$ cat src/rtl/id_ex_stage.sv
// ============================================================================
// Module   : id_ex_stage
// Brief    : ID/EX pipeline register with load-use bubble insertion, WB bypass
//            folding and a saturating load-use stall counter.
// Revision : 1.0
// ============================================================================
`default_nettype none

module id_ex_stage #(
   parameter int XLEN  = 32,
   parameter int CNT_W = 16
) (
   input  logic             clk,
   input  logic             rst,
   input  logic             id_valid,
   input  logic [4:0]       id_rs1,
   input  logic [4:0]       id_rs2,
   input  logic [4:0]       id_rd,
   input  logic             id_useRs1,
   input  logic             id_useRs2,
   input  logic             id_ctrl_regWrite,
   input  logic             id_ctrl_toReg,
   input  logic             id_ctrl_memWrite,
   input  logic [3:0]       id_ctrl_aluOp,
   input  logic [XLEN-1:0]  id_regRData1,
   input  logic [XLEN-1:0]  id_regRData2,
   input  logic [XLEN-1:0]  id_imm,
   input  logic [XLEN-1:0]  id_pc,
   input  logic             mem_wb_rw,
   input  logic [4:0]       mem_wb_rd,
   input  logic [XLEN-1:0]  mem_wb_wdata,
   input  logic             ex_flush,
   input  logic             ex_stall,
   output logic             id_ex_valid,
   output logic [4:0]       id_ex_rs1,
   output logic [4:0]       id_ex_rs2,
   output logic [4:0]       id_ex_rd,
   output logic             id_ex_ctrl_regWrite,
   output logic             id_ex_ctrl_toReg,
   output logic             id_ex_ctrl_memWrite,
   output logic [3:0]       id_ex_ctrl_aluOp,
   output logic [XLEN-1:0]  id_ex_data_regRData1,
   output logic [XLEN-1:0]  id_ex_data_regRData2,
   output logic [XLEN-1:0]  id_ex_imm,
   output logic [XLEN-1:0]  id_ex_pc,
   output logic             stall_out,
   output logic [CNT_W-1:0] loaduse_cnt
);

   logic             valid_q, valid_d;
   logic [4:0]       rs1_q, rs1_d, rs2_q, rs2_d, rd_q, rd_d;
   logic             regwrite_q, regwrite_d;
   logic             toreg_q, toreg_d;
   logic             memwrite_q, memwrite_d;
   logic [3:0]       aluop_q, aluop_d;
   logic [XLEN-1:0]  rdata1_q, rdata1_d, rdata2_q, rdata2_d;
   logic [XLEN-1:0]  imm_q, imm_d, pc_q, pc_d;
   logic [CNT_W-1:0] cnt_q, cnt_d;

   logic             wb_wr_nz;
   logic             rs1_dep, rs2_dep;
   logic             hazard;
   logic             bubble;

   assign wb_wr_nz = mem_wb_rw & (mem_wb_rd != 5'd0);

   assign rs1_dep  = id_useRs1 & (id_rs1 == rd_q);
   assign rs2_dep  = id_useRs2 & (id_rs2 == rd_q);
   assign hazard   = id_valid & valid_q & toreg_q & regwrite_q & (rd_q != 5'd0)
                   & (rs1_dep | rs2_dep);

   assign stall_out = ex_stall | (hazard & ~ex_flush);

   // Flush always wins; a hazard only bubbles when the back end is moving.
   assign bubble   = ex_flush | (~ex_stall & hazard);

   always_comb begin
      valid_d    = valid_q;
      rs1_d      = rs1_q;
      rs2_d      = rs2_q;
      rd_d       = rd_q;
      regwrite_d = regwrite_q;
      toreg_d    = toreg_q;
      memwrite_d = memwrite_q;
      aluop_d    = aluop_q;
      rdata1_d   = rdata1_q;
      rdata2_d   = rdata2_q;
      imm_d      = imm_q;
      pc_d       = pc_q;
      cnt_d      = cnt_q;

      if (bubble) begin
         valid_d    = 1'b0;
         rs1_d      = 5'd0;
         rs2_d      = 5'd0;
         rd_d       = 5'd0;
         regwrite_d = 1'b0;
         toreg_d    = 1'b0;
         memwrite_d = 1'b0;
         aluop_d    = 4'd0;
         rdata1_d   = '0;
         rdata2_d   = '0;
         imm_d      = '0;
         pc_d       = '0;
         if (!ex_flush && cnt_q != {CNT_W{1'b1}}) begin
            cnt_d = cnt_q + CNT_W'(1);
         end
      end else if (ex_stall) begin
         // Held operands must still see the write WB retires this cycle.
         if (wb_wr_nz && mem_wb_rd == rs1_q) begin
            rdata1_d = mem_wb_wdata;
         end
         if (wb_wr_nz && mem_wb_rd == rs2_q) begin
            rdata2_d = mem_wb_wdata;
         end
      end else begin
         valid_d    = id_valid;
         rs1_d      = id_rs1;
         rs2_d      = id_rs2;
         rd_d       = id_rd;
         regwrite_d = id_ctrl_regWrite & id_valid;
         toreg_d    = id_ctrl_toReg & id_valid;
         memwrite_d = id_ctrl_memWrite & id_valid;
         aluop_d    = id_ctrl_aluOp;
         rdata1_d   = (wb_wr_nz && mem_wb_rd == id_rs1) ? mem_wb_wdata : id_regRData1;
         rdata2_d   = (wb_wr_nz && mem_wb_rd == id_rs2) ? mem_wb_wdata : id_regRData2;
         imm_d      = id_imm;
         pc_d       = id_pc;
      end
   end

   always_ff @(posedge clk) begin
      if (rst) begin
         valid_q    <= 1'b0;
         rs1_q      <= 5'd0;
         rs2_q      <= 5'd0;
         rd_q       <= 5'd0;
         regwrite_q <= 1'b0;
         toreg_q    <= 1'b0;
         memwrite_q <= 1'b0;
         aluop_q    <= 4'd0;
         rdata1_q   <= '0;
         rdata2_q   <= '0;
         imm_q      <= '0;
         pc_q       <= '0;
         cnt_q      <= '0;
      end else begin
         valid_q    <= valid_d;
         rs1_q      <= rs1_d;
         rs2_q      <= rs2_d;
         rd_q       <= rd_d;
         regwrite_q <= regwrite_d;
         toreg_q    <= toreg_d;
         memwrite_q <= memwrite_d;
         aluop_q    <= aluop_d;
         rdata1_q   <= rdata1_d;
         rdata2_q   <= rdata2_d;
         imm_q      <= imm_d;
         pc_q       <= pc_d;
         cnt_q      <= cnt_d;
      end
   end

   assign id_ex_valid          = valid_q;
   assign id_ex_rs1            = rs1_q;
   assign id_ex_rs2            = rs2_q;
   assign id_ex_rd             = rd_q;
   assign id_ex_ctrl_regWrite  = regwrite_q;
   assign id_ex_ctrl_toReg     = toreg_q;
   assign id_ex_ctrl_memWrite  = memwrite_q;
   assign id_ex_ctrl_aluOp     = aluop_q;
   assign id_ex_data_regRData1 = rdata1_q;
   assign id_ex_data_regRData2 = rdata2_q;
   assign id_ex_imm            = imm_q;
   assign id_ex_pc             = pc_q;
   assign loaduse_cnt          = cnt_q;

endmodule

`default_nettype wire

$ cat config.mk
export PLATFORM = sky130hd
export DESIGN_NAME = id_ex_stage
export DESIGN_NICKNAME = d
export VERILOG_FILES = /design/src/rtl/id_ex_stage.sv
export SDC_FILE = /design/constraint.sdc
export NUM_CORES = 1
export LEC_CHECK = 0
export ABC_AREA = 1
export ABC_CLOCK_PERIOD_IN_PS = 1600
export CORE_MARGIN = 2
export CORE_UTILIZATION = 39
export CTS_CLUSTER_DIAMETER = 50
export DETAILED_ROUTE_END_ITERATION = 6
export PLACE_DENSITY = 0.82
export RECOVER_POWER = 50
export SLEW_MARGIN = 20
export SYNTH_ARGS = -nofsm -noshare
export SYNTH_HDL_FRONTEND = slang
export SYNTH_SLANG_ARGS = --single-unit
$ cat constraint.sdc
create_clock -name clk -period 1.6 [get_ports clk]
set_input_delay 0.32 -clock clk [delete_from_list [all_inputs] [get_ports clk]]
set_output_delay 0.32 -clock clk [all_outputs]
set_load 0.02 [all_outputs]
==> results.md, run 1 <==
- The final clock skew is about 0.015 ns.
- In this run the static leakage power is 6.29 nW.
- The tightest hold margin is 0.318 ns.
- The transition time at the pin with the least slew margin is 0.318 ns.
- The largest individual stage delay along the critical path comes from the cell dfxtp_2.
- The share of total power in combinational logic is 20.5%.
- The sequential fraction of the synthesis area is 40.4%.
- STA classifies the critical path startpoint as a register.
- The post-synthesis to final-layout area growth is 65.8%.
- The count of pins over their slew limit is 0.
- After technology mapping, the gate count stands at 1095.
- The share of the synthesized area in the top cell type is 40.4%.
- The count of TritonRoute iterations in the first routing pass is 5.
- The clock transition at the registers of the reported paths is 0.08 ns.
- After synthesis, the share of flip-flops with an asynchronous set or reset is 0%.
- The flip-flop cell with the highest count after synthesis is dfxtp_1.
- Setup violations remaining at the end of the flow were counted as 167.
- In this run the register-to-register setup slack is -0.26 ns.
- The final hold violation count is 0.
- The layout filler cell count is 1725.
- Power spread over the standard cell area amounts to 787 nW/um^2.
- The hold buffer count at CTS is 0.
- The netlist area before placement is 8280 sq um.
- The overall die area is 22400 sq um.
- The number of nets still failing antenna checks after routing is 0.
- Each instance of the synthesized netlist takes up on average 7.56 sq um.
- The initial utilization of the core area, before any placement, comes to 39.5%.
- Static timing analysis puts the maximum clock frequency at about 0.52 GHz.
- The worst pin sits at a relative slew slack of approximately four fifths.
- The run finished, with violations left.
- For this run, the slowest stage of the critical path takes 0.34 ns.
- The overall fraction of global-route tracks in use is a little over a quarter.
- The first global-routing pass estimated 46700 microns of wire.
- The number of distinct library cells after synthesis is 34.
- The share of total power dissipated in the clock network is 39.0%.
- The H-tree was split into 4 levels.
- The cell type with the highest occurrence count on the critical path is nand2_2.
- After the first detailed-routing iteration, the DRC count stood at just over 400.
- Entering global routing, the biggest net connects 58 pins.
- The switching share of power is 30.0%.
- The internal power of the cells is 7.56 mW.
- Counting every net in the synthesized netlist gives roughly 1300.
- The checks that failed: negative setup slack.
- The tree built by TritonCTS fans out to 167 sinks.
- The top-level I/O count is ~360.
- The initial antenna violation count is 1.
- The clock tree from TritonCTS is done.
- The tool flagged a number of max-cap violations equal to 0.
- In this run the core area contains 53 standard-cell rows.
- The critical path endpoint category is a primary output.
- The total net switching power is approximately 3.2 mW.
- STA puts the critical path data required time at 1.28 ns.
- The clock network latency to the later pin of the worst-skew pair is 0.43 ns.
- The core footprint is 21000 sq um.
- Detailed placement finished with a half-perimeter wire length of 21400 microns.
- The post-layout net count is approximately 1700.
- The overall power of the completed layout is approximately 11 mW.
- The class of the worst hold path is in2reg.
- The Yosys step of the flow raised 0 warnings.
- The quantity of I/O buffers inserted on ports is roughly 360.
- Summed over all layers, the global routing overflow is 0.
- The via count of the first global-routing pass came to 9053.
- Setup repair after global routing could not meet its margin everywhere.
- The largest total area in the synthesized netlist belongs to dfxtp_1.
- The critical path arrival is around 1.6 ns.
- Ranked by total cell area, the synthesized netlist is headed by dfxtp_1, nand2_1, a21oi_2.
- Sequential cells burn 40.5% of the power.
- Of all nets on the critical path, the largest fanout is 3.
- The final routed DRC violation total is 0.
- The routed wire length is 30400 microns.
- The fraction of final layout cells sized beyond drive strength 1 is 21.7%.
- Using the TritonRoute via totals, the vias-per-cell ratio works out to between 4 and 5.
- The post-layout minimum cycle time is 1.92 ns.
- The height of the chip is 150 microns.
- The congestion estimate from routability-driven global placement came to 0.891.
- The routed wire length per instance is 16.7 microns.
- Clock tree synthesis selected as its root buffer the cell clkbuf_16.
- The routed layout has 9026 vias.
- Counting both buffers and inverters, the worst setup path holds a total of 2.
- Walking the worst path, the cells encountered are buf_6 > nand2_2 > nand2_1 > nor2_1 > nand3_1 > nand2_2 > nand3_2 > nand2_2 > buf_12.
- In this design, the largest share of critical-path delay is due to simple AND/OR/NAND/NOR gates.
- The peak ir drop on the vdd network is 0.000652 V.
- Measured along the x axis, the die boundary spans 150 microns.
- The total clock buffers created by CTS is 17.
- Across all setup checks in the final design, the least slack found is -0.317 ns.
- The final critical path takes up 120% of the cycle.
- The longest clock path from root to sink contains 2 buffers.
- The post-synthesis sequential element count is ~170.
- The startpoint-to-endpoint class of the critical path is reg2out.
- The count of flip-flops with a built-in enable after synthesis is 0.
==> routing by layer <==
metal  global-route usage (%)  vias to the layer above  part of all wire (%)
met5                        0                        -                     0
met4                     10.9                        0                   3.4
met3                     7.01                       64                   8.7
met2                     46.2                      426                    49
met1                     30.7                     4170                    38
li1                         -                     4366                     -
==> state kept, by name, indices dropped and copies added (netlist names), 4 cells and up <==
signal / cells
loaduse_cnt: 16
id_ex_ctrl_aluOp: 4
id_ex_rs2: 5
id_ex_pc: 32
id_ex_data_regRData1: 32
id_ex_rd: 5
id_ex_rs1: 5
id_ex_data_regRData2: 32
id_ex_imm: 32
==> placed cells by master (no fill, tap or decap), types with 5 or more instances in the layout <==
cell type        instances
a21oi_1                 22
a21oi_2                114
a31oi_1                  5
buf_12                  26
buf_16                   8
buf_4                   74
buf_6                    8
buf_8                    5
clkbuf_16               17
clkdlybuf4s15_1          5
clkdlybuf4s50_1        180
clkinv_8                 5
dfxtp_1                160
dfxtp_2                  7
dlygate4sd2_1          168
inv_1                   74
inv_2                   11
inv_8                    5
nand2_1                352
nand2_2                 16
nand3_1                 72
nand3_2                  7
nand3b_1                31
nand4_1                  5
nor2_1                  75
nor3_1                   5
o21ai_0                 15
o21ai_1                  6
or2_1                    5
xnor2_1                 11
xor2_1                   9
==> kinds of logic after synthesis <==
kind of cell / after synthesis / share of synthesized area, %
AOI/OAI and AO/OA: 171 / 15.6
xor gates and xnor gates: 20 / 2.12
adders and majority gates: 1 / 0.151
buffers and inverters: 157 / 11.3
DFF: 167 / 40.4
and+or+nand+nor: 579 / 30.4
==> power groups by stage <==
stage	combinational (mW)	sequential, mW	clock, mW
floorplan	0.855	4.63	0
global placement	2.07	4.47	0
detailed placement	2.09	4.47	0
CTS	2.19	4.37	4.27
global route	2.37	4.39	4.45
finish	2.21	4.38	4.21
==> synthesized netlist by cell type (12+ instances only) <==
library cell  number
nand2_1          357
dfxtp_1          167
a21oi_2          111
nand3_1           78
inv_1             77
nor2_1            77
nand3b_1          31
a21oi_1           27
clkbuf_1          18
o21ai_0           16
buf_6             15
nand2_2           13
buf_2             12
==> repair_timing <==
| item | in CTS | in global routing |
|---|---|---|
| buffers inserted | 19 | 3 |
| endpoints found under the setup margin | 333 | 177 |
| cloned | 12 | 0 |
| resized for setup | 228 | 31 |
| pin swaps | 12 | 6 |
==> stage by stage <==
step	util, %	instances	setup slack (ns)	setup TNS [ns]	area, sq um
after floorplan	-	1095	0.00320	0	8280
after global placement	60.0	1752	-0.596	-91.09	12600
after detailed placement	60.0	1752	-0.666	-94.66	12600
after CTS	65.1	1815	-0.349	-27.59	13600
after global routing	65.5	1819	-0.428	-47.05	13700
final	65.5	1819	-0.317	-25.83	13700
==> area by class of cell <==
type	count	area, sq um	area share (%)
multi-input combinational	772	4120	30.0
timing repair buffer	486	4970	36.2
sequential	167	3350	24.4
clock inverter	15	179	1.30
antenna	1	2.50	0.0182
clock buffer	17	425	3.10
tap	275	344	2.51
inverter	86	325	2.37
==> tightest hold or removal path, cell delays in order <==
cell and delay, ns:
dlymetal6s2s_1 0.14, inv_2 0.07, nand2_1 0.06, o21ai_0 0.07, nor2_1 0.05
==> final timing paths <==
path	cells past startpoint	from	endpoint
setup / recovery	9	id_ex_rd[1]$_SDFFE_PP0N_	stall_out
hold / removal	5	id_rs2[0]	id_ex_rs2[0]$_SDFFE_PP0N_
setup reg to reg	13	id_ex_rd[1]$_SDFFE_PP0N_	id_ex_imm[14]$_SDFFE_PP0N_
hold reg to reg	2	id_ex_data_regRData2[27]$_SDFFE_PP0P_	id_ex_data_regRData2[27]$_SDFFE_PP0P_
Power figures use the tool's default switching activity.
==> inputs of run 2 (changes only) <==
--- a/config.mk
+++ b/config.mk
@@ -11,6 +11,7 @@
 export CORE_UTILIZATION = 39
 export CTS_CLUSTER_DIAMETER = 50
 export DETAILED_ROUTE_END_ITERATION = 6
+export MAX_ROUTING_LAYER = met4
 export PLACE_DENSITY = 0.82
 export RECOVER_POWER = 50
 export SLEW_MARGIN = 20
==> run 2 against run 1 <==
The flow still finishes with violations (negative setup slack). Critical path depth down 1. Clock power up 3%. Flip-flop and latch count unchanged. Cell count up 1.2%.
==> results.md, run 2 (synthesis results as in run 1) <==
- The completed layout was analyzed and its total power is 11.0 mW.
- Leaving out fill and tap cells, the most frequent cells in the layout are nand2_1, clkdlybuf4s50_1, dlygate4sd2_1.
- Setup repair after global routing could not meet its margin everywhere.
- The switching share of power is 30.7%.
- For this configuration, the core starts out at a cell density of 39.5%.
- The startpoint-to-endpoint class of the critical path is reg2out.
- The clock tree root buffer cell is clkbuf_16.
- For this block, the initial DRC count from the detailed router was 466.
- The via count of the first global-routing pass was 9258.
- For this run, the detailed router's first-pass iteration total came to 5.
- Buffers inserted to repair hold after CTS numbered 0.
- The top-level I/O count is 363.
- The number of nets still failing antenna checks after routing is 0.
- The sink count of the clock tree is 167.
- The finished cells cover 14200 sq um.
- TritonCTS built the clock tree.
- The maximum fanout encountered on the critical timing path is 3.
- The final hold violation count is 0.
- Clock skew on the completed layout was measured at 0.0173 ns.
- Global routing finished with a remaining overflow of 0.
- The max-cap violation count is 0.
- Detailed placement finished with a half-perimeter wire length of around 21000 microns.
- In this run the deepest clock path goes through 2 buffers.
- The total negative setup slack is -29.07 ns.
- The core footprint is 21000 sq um.
- The power share of the sequential group is 39.7%.
- The detailed router placed 9185 vias in this run.
- The layout has 1720 filler cells.
- The final reports fail on negative setup slack.
- STA classifies the critical path endpoint as a primary output.
- The standby leakage power is 6.41 nW.
- Data on the critical path is required at its endpoint by 1.28 ns.
- The largest net degree at the start of global routing is 60.
- The initial antenna violation count is 1.
- The kind of start point of the critical path is a register.
- The final routed DRC violation total is 0.
- The min-delay analysis places its worst path in the category in2reg.
- The routed wire length is 31500 microns.
- Setup violations remaining at the end of the flow were counted as 168.
- The width of the die is 150 microns.
- Leaving out fill and tap cells, the most frequent cell in the layout is nand2_1.
- The clock network latency to the later pin of the worst-skew pair is 0.43 ns.
- The final critical-path setup slack is -0.324 ns.
- The transition time at the pin with the least slew margin is 0.330 ns.
- The critical path arrival is 1.60 ns.
- In this run the vertical extent of the chip is 150 microns.
- The clock network accounts for 39.2% of the total power.
- Port buffering added approximately 360 buffers.
- Timing would allow up to around 0.52 GHz.
- The total clock buffers created by CTS is 17.
- The peak ir drop on the vdd network is 0.000621 V.
- The routed wire length per instance is between 15 and 20 microns.
- The share of total power in combinational logic is between 20% and 30%.
- The smallest clock period supported by the final layout is computed as 1.92 ns.
- In this run the power density over the cells is 777 nW/um^2.
- The run finished, with violations left.
- The die covers 22400 sq um.
- The number of placed instances, taps included, is ~1800.
- In this run the tightest slew margin relative to its limit is slightly below 80%.
- Cell internal power was estimated by the tool at 7.63 mW.
- The count of pins over their slew limit was 0.
- The first global-routing pass estimated 48700 microns of wire.
- The last weighted congestion value of the routability-driven placer is 0.937.
- The instance area after placement is roughly 13000 sq um.
- After clock tree synthesis, the clock-pin slew on the worst setup and hold paths is roughly 0.08 ns.
- The final layout contains 1747 nets.
- The total net switching power is 3.38 mW.
- In this run the core area contains 53 standard-cell rows.
- Of the available clock period, the critical path in the final layout requires 120%.
- The post-route netlist has 25.7% of its cells at a drive strength greater than 1.
- After detailed routing, the number of vias per cell comes to 4.99.
- For this run, the number of standard cells in the final layout without fillers is 1840.
- Relative to the synthesized area, the layout overhead comes to 71.3%.
- For this run, the total global-route usage over all layers was measured as 28.4%.
- The H-tree generated during clock tree synthesis spans 4 levels.
run 2: changes by cell type in the layout (fill, tap and decap cells not counted), sizes merged:
cell | previous run | this run
dlygate4sd2 | 168 | 164
clkinv | 5 | 6
buf | 122 | 147
clkbuf | 21 | 24
nor2 | 81 | 80
dlymetal6s2s | 2 | 4
nand2 | 371 | 372
bufbuf | 4 | 0
clkdlybuf4s15 | 6 | 5
clkinvlp | 2 | 0
inv | 94 | 95
run 2: worst paths after layout:
| path | start | endpoint | slack (ns) | cells after the start |
|---|---|---|---|---|
| worst max-delay path | id_ex_rd[4]$_SDFFE_PP0N_ | stall_out | -0.32 | 8 |
| worst min-delay path | ex_stall | id_ex_imm[31]$_SDFFE_PP0N_ | 0.38 | 4 |
| worst max register to register | id_ex_rd[0]$_SDFFE_PP0N_ | id_ex_data_regRData1[3]$_SDFFE_PP0P_ | -0.27 | 13 |
| worst min register to register | id_ex_imm[30]$_SDFFE_PP0N_ | id_ex_imm[30]$_SDFFE_PP0N_ | 0.47 | 2 |
run 2: repair_timing:
action,4_1_cts,5_1_grt
setup endpoints to repair,334,179
gates resized for setup,290,89
cloned,15,1
hold endpoints to repair,0,0
setup buffers,32,14
pin swaps,17,23
run 2: layer usage:
metal  vias up  GRT usage, %  wire (microns)
li1       4406             -               -
met1      4265          31.2           11700
met2       430          49.4           15900
met3        84          6.74            2610
met4         0          11.7            1190
met5         -             -               0
run 2: critical path, stage by stage, from the launching register on:
cell and delay, ns:
dfxtp_2 0.34, buf_6 0.12, buf_6 0.10, o21bai_1 0.15, inv_2 0.08, buf_6 0.12, nand3_2 0.06, nand2_2 0.07
buf_12 0.14
run 2: cell type report:
class                   count  area [sq um]  share of cell area (%)
clock inverters            15           191                    1.35
repair buffers            507          5170                    36.5
clock buffers              17           425                    3.00
inverters                  86           333                    2.35
multi-input cells         772          4350                    30.7
diodes                      1          2.50                  0.0177
flip-flops and latches    167          3350                    23.7
well taps                 275           344                    2.43
run 2: power by group through the flow:
| stage | Sequential (mW) | Combinational, mW | Clock (mW) |
|---|---|---|---|
| 6_report | 4.38 | 2.32 | 4.32 |
| 5_1_grt | 4.39 | 2.49 | 4.60 |
| 4_1_cts | 4.37 | 2.30 | 4.37 |
| 3_5_place_dp | 4.47 | 2.10 | 0 |
| 3_3_place_gp | 4.47 | 2.08 | 0 |
| 2_1_floorplan | 4.63 | 0.855 | 0 |
run 2: per-stage QoR:
step	setup slack, ns	util (%)	hold WS [ns]
final	-0.324	67.7	0.384
after CTS	-0.365	67.3	0.365
after global placement	-0.685	60.1	0.449
after floorplan	0.00320	-	0.385
after detailed placement	-0.680	60.1	0.454
after global routing	-0.404	67.7	0.392
==> inputs of run 3 (changes only) <==
--- a/config.mk
+++ b/config.mk
@@ -14,6 +14,7 @@
 export MAX_ROUTING_LAYER = met4
 export PLACE_DENSITY = 0.82
 export RECOVER_POWER = 50
+export SKIP_CTS_REPAIR_TIMING = 1
 export SLEW_MARGIN = 20
 export SYNTH_ARGS = -nofsm -noshare
 export SYNTH_HDL_FRONTEND = slang
==> run 3 against run 2 <==
The flow still finishes with violations (negative setup slack). Highest routed layer unchanged. Register-to-register slack about the same. Critical endpoint unchanged. First-iteration DRC count decreased by 15%. Die area unchanged. Routed wire length decreased by 0.30%. Core utilization decreased by 2.3 points.
==> results.md, run 3 (synthesis results as in run 1) <==
- The flow ran to the end, but the final reports show violations.
- The final reports fail on negative setup slack.
- The width of the die is between 100 and 150 microns.
- The detailed router finished its first iteration with 398 violations.
- The post-synthesis to final-layout area growth is 65.3%.
- The worst setup path is launched from a register.
- The final hold violation count is 0.
- The clock tree from TritonCTS is done.
- The analysis attributes to cell leakage a power of between 6 and 7 nW.
- The post-route met1 wirelength is 12000 microns.
- STA puts the critical path data required time at 1.28 ns.
- The clock passes through at most 2 buffers.
- In the detailed route, the total length drawn on met2 is 15800 microns.
- The post-layout utilization of the core is between 60 and 70%.
- After detailed routing, the met3 layer carries 2650 microns of wire.
- The first detailed-routing pass ran for 5 iterations.
- The power per cell area is 797 nW/um^2.
- The worst setup path is of the reg2out kind.
- The overall fraction of global-route tracks in use is 25.4%.
- The quantity of I/O buffers inserted on ports is 362.
- The top-level I/O count is 363.
- The clock tree root buffer cell is clkbuf_16.
- The peak ir drop on the vdd network is ~0.00063 V.
- Setup repair after global routing could not meet its margin everywhere.
- The critical path endpoint category is a primary output.
- In this run the worst hold path is classified as in2reg.
- Entering global routing, the biggest net connects 60 pins.
- The clock network latency to the later pin of the worst-skew pair is 0.43 ns.
- For this run, the top clock speed supported by timing is 0.517 GHz.
- The congestion estimate from routability-driven global placement came to 0.937.
- The via count of the first global-routing pass came to 8738.
- The worst slack after detailed placement is -0.680 ns.
- The maximum fanout encountered on the critical timing path is 3.
- The initial antenna violation count is 1.
- The via count of the routed design is 9078.
- In this run the vertical extent of the chip is 150 microns.
- Row generation in the floorplan step produced 53 rows.
- The tool flagged a number of max-cap violations equal to 0.
- The number of nets still failing antenna checks after routing is 0.
- Leaving out fill and tap cells, the most frequent cells in the layout are nand2_1, clkdlybuf4s50_1, dfxtp_1.
- The fraction of final layout cells sized beyond drive strength 1 is ~23%.
- Summed over all nets, the half-perimeter wirelength after detailed placement is about 21000 microns.
- The core footprint is 21000 sq um.
- The total grt overflow is 0.
- The count of pins over their slew limit is 0.
- The transition time at the pin with the least slew margin is 0.317 ns.
- Data on the critical path arrives at its endpoint at 1.61 ns.
- The clock transition at the registers of the reported paths is approximately 0.07 ns.
- After detailed routing, no signal wire sits above met4.
- In the routed layout, each cell is associated on average with a via count of about 5.
- The number of levels the H-tree was split into is 4.
- The portion of the clock cycle consumed by the worst path in the final layout is 121%.
- The clock arrives with 0.0149 ns of skew.
- The overall power of the completed layout is about 11 mW.
- The starting utilization of the core area is between 30% and 40%.
- The die covers 22400 sq um.
- Setup violations remaining at the end of the flow were counted as 167.
- The total negative setup slack is -33.39 ns.
- The global-route wire length before repair is about 44000 microns.
- The number of clock buffers added by TritonCTS is 17.
- The routed wire length per instance is 17.2 microns.
- Measured against its own limit, the worst slew margin works out to 78.8%.
- The library cell used most frequently in the layout, excluding fill and tap cells, is nand2_1.
- Across all setup checks in the final design, the least slack found is -0.333 ns.
- The final routed DRC violation total is 0.
- After layout, the minimum clock period comes to 1.93 ns.
- The post-layout net count is 1731.
- Clock tree synthesis found a total of 167 sinks.
- The routed wire length is 31400 microns.
[run 3: stage by stage]
| step | area (sq um) | hold WS, ns | instances |
|---|---|---|---|
| 6_report | 13700 | 0.363 | 1824 |
| 5_1_grt | 13700 | 0.386 | 1824 |
| 4_1_cts | 13200 | 0.349 | 1793 |
| 3_5_place_dp | 12600 | 0.454 | 1761 |
| 3_3_place_gp | 12600 | 0.449 | 1761 |
| 2_1_floorplan | 8280 | 0.385 | 1095 |
[run 3: layer usage]
layer  up-vias  GRT usage (%)
met2       382           43.3
met1      4263           28.0
met5         -              -
met4         0           9.67
met3        61           7.44
li1       4372              -
[run 3: worst max-delay path, cell delays in order (launching register included)]
cell and delay, ns:
dfxtp_2 0.34, buf_6 0.12, nand2_2 0.05, nand2_2 0.07
nor2_4 0.13, nand3_2 0.11, nand2_4 0.09, nand3_2 0.07
nand2_2 0.09, buf_12 0.12
[run 3: where the power goes]
group	total, mW	internal, mW	leakage (nW)	switching, mW
registers	4.38	4.29	1.36	0.0862
clock network	4.32	2.15	0.299	2.17
logic	2.21	1.11	5.25	1.10
[run 3: path summary, 6_finish.rpt]
| path | to | startpoint | slack, ns | cells after the start |
|---|---|---|---|---|
| hold reg to reg | id_ex_ctrl_aluOp[3]$_SDFFE_PP0N_ | id_ex_ctrl_aluOp[3]$_SDFFE_PP0N_ | 0.47 | 2 |
| hold / removal | id_ex_rs1[4]$_SDFFE_PP0N_ | id_rs1[4] | 0.36 | 5 |
| setup / recovery | stall_out | id_ex_rd[4]$_SDFFE_PP0N_ | -0.33 | 9 |
| setup reg to reg | id_ex_data_regRData1[22]$_SDFFE_PP0P_ | id_ex_rd[4]$_SDFFE_PP0N_ | -0.26 | 13 |
[run 3: area by class of cell]
class	instances	area, sq um
Fill cell	1730	7270
Clock inverter	15	191
Multi-Input combinational cell	772	4210
Sequential cell	167	3360
Clock buffer	17	425
Tap cell	275	344
Timing Repair Buffer	491	4830
Antenna cell	1	2.50
Inverter	86	328
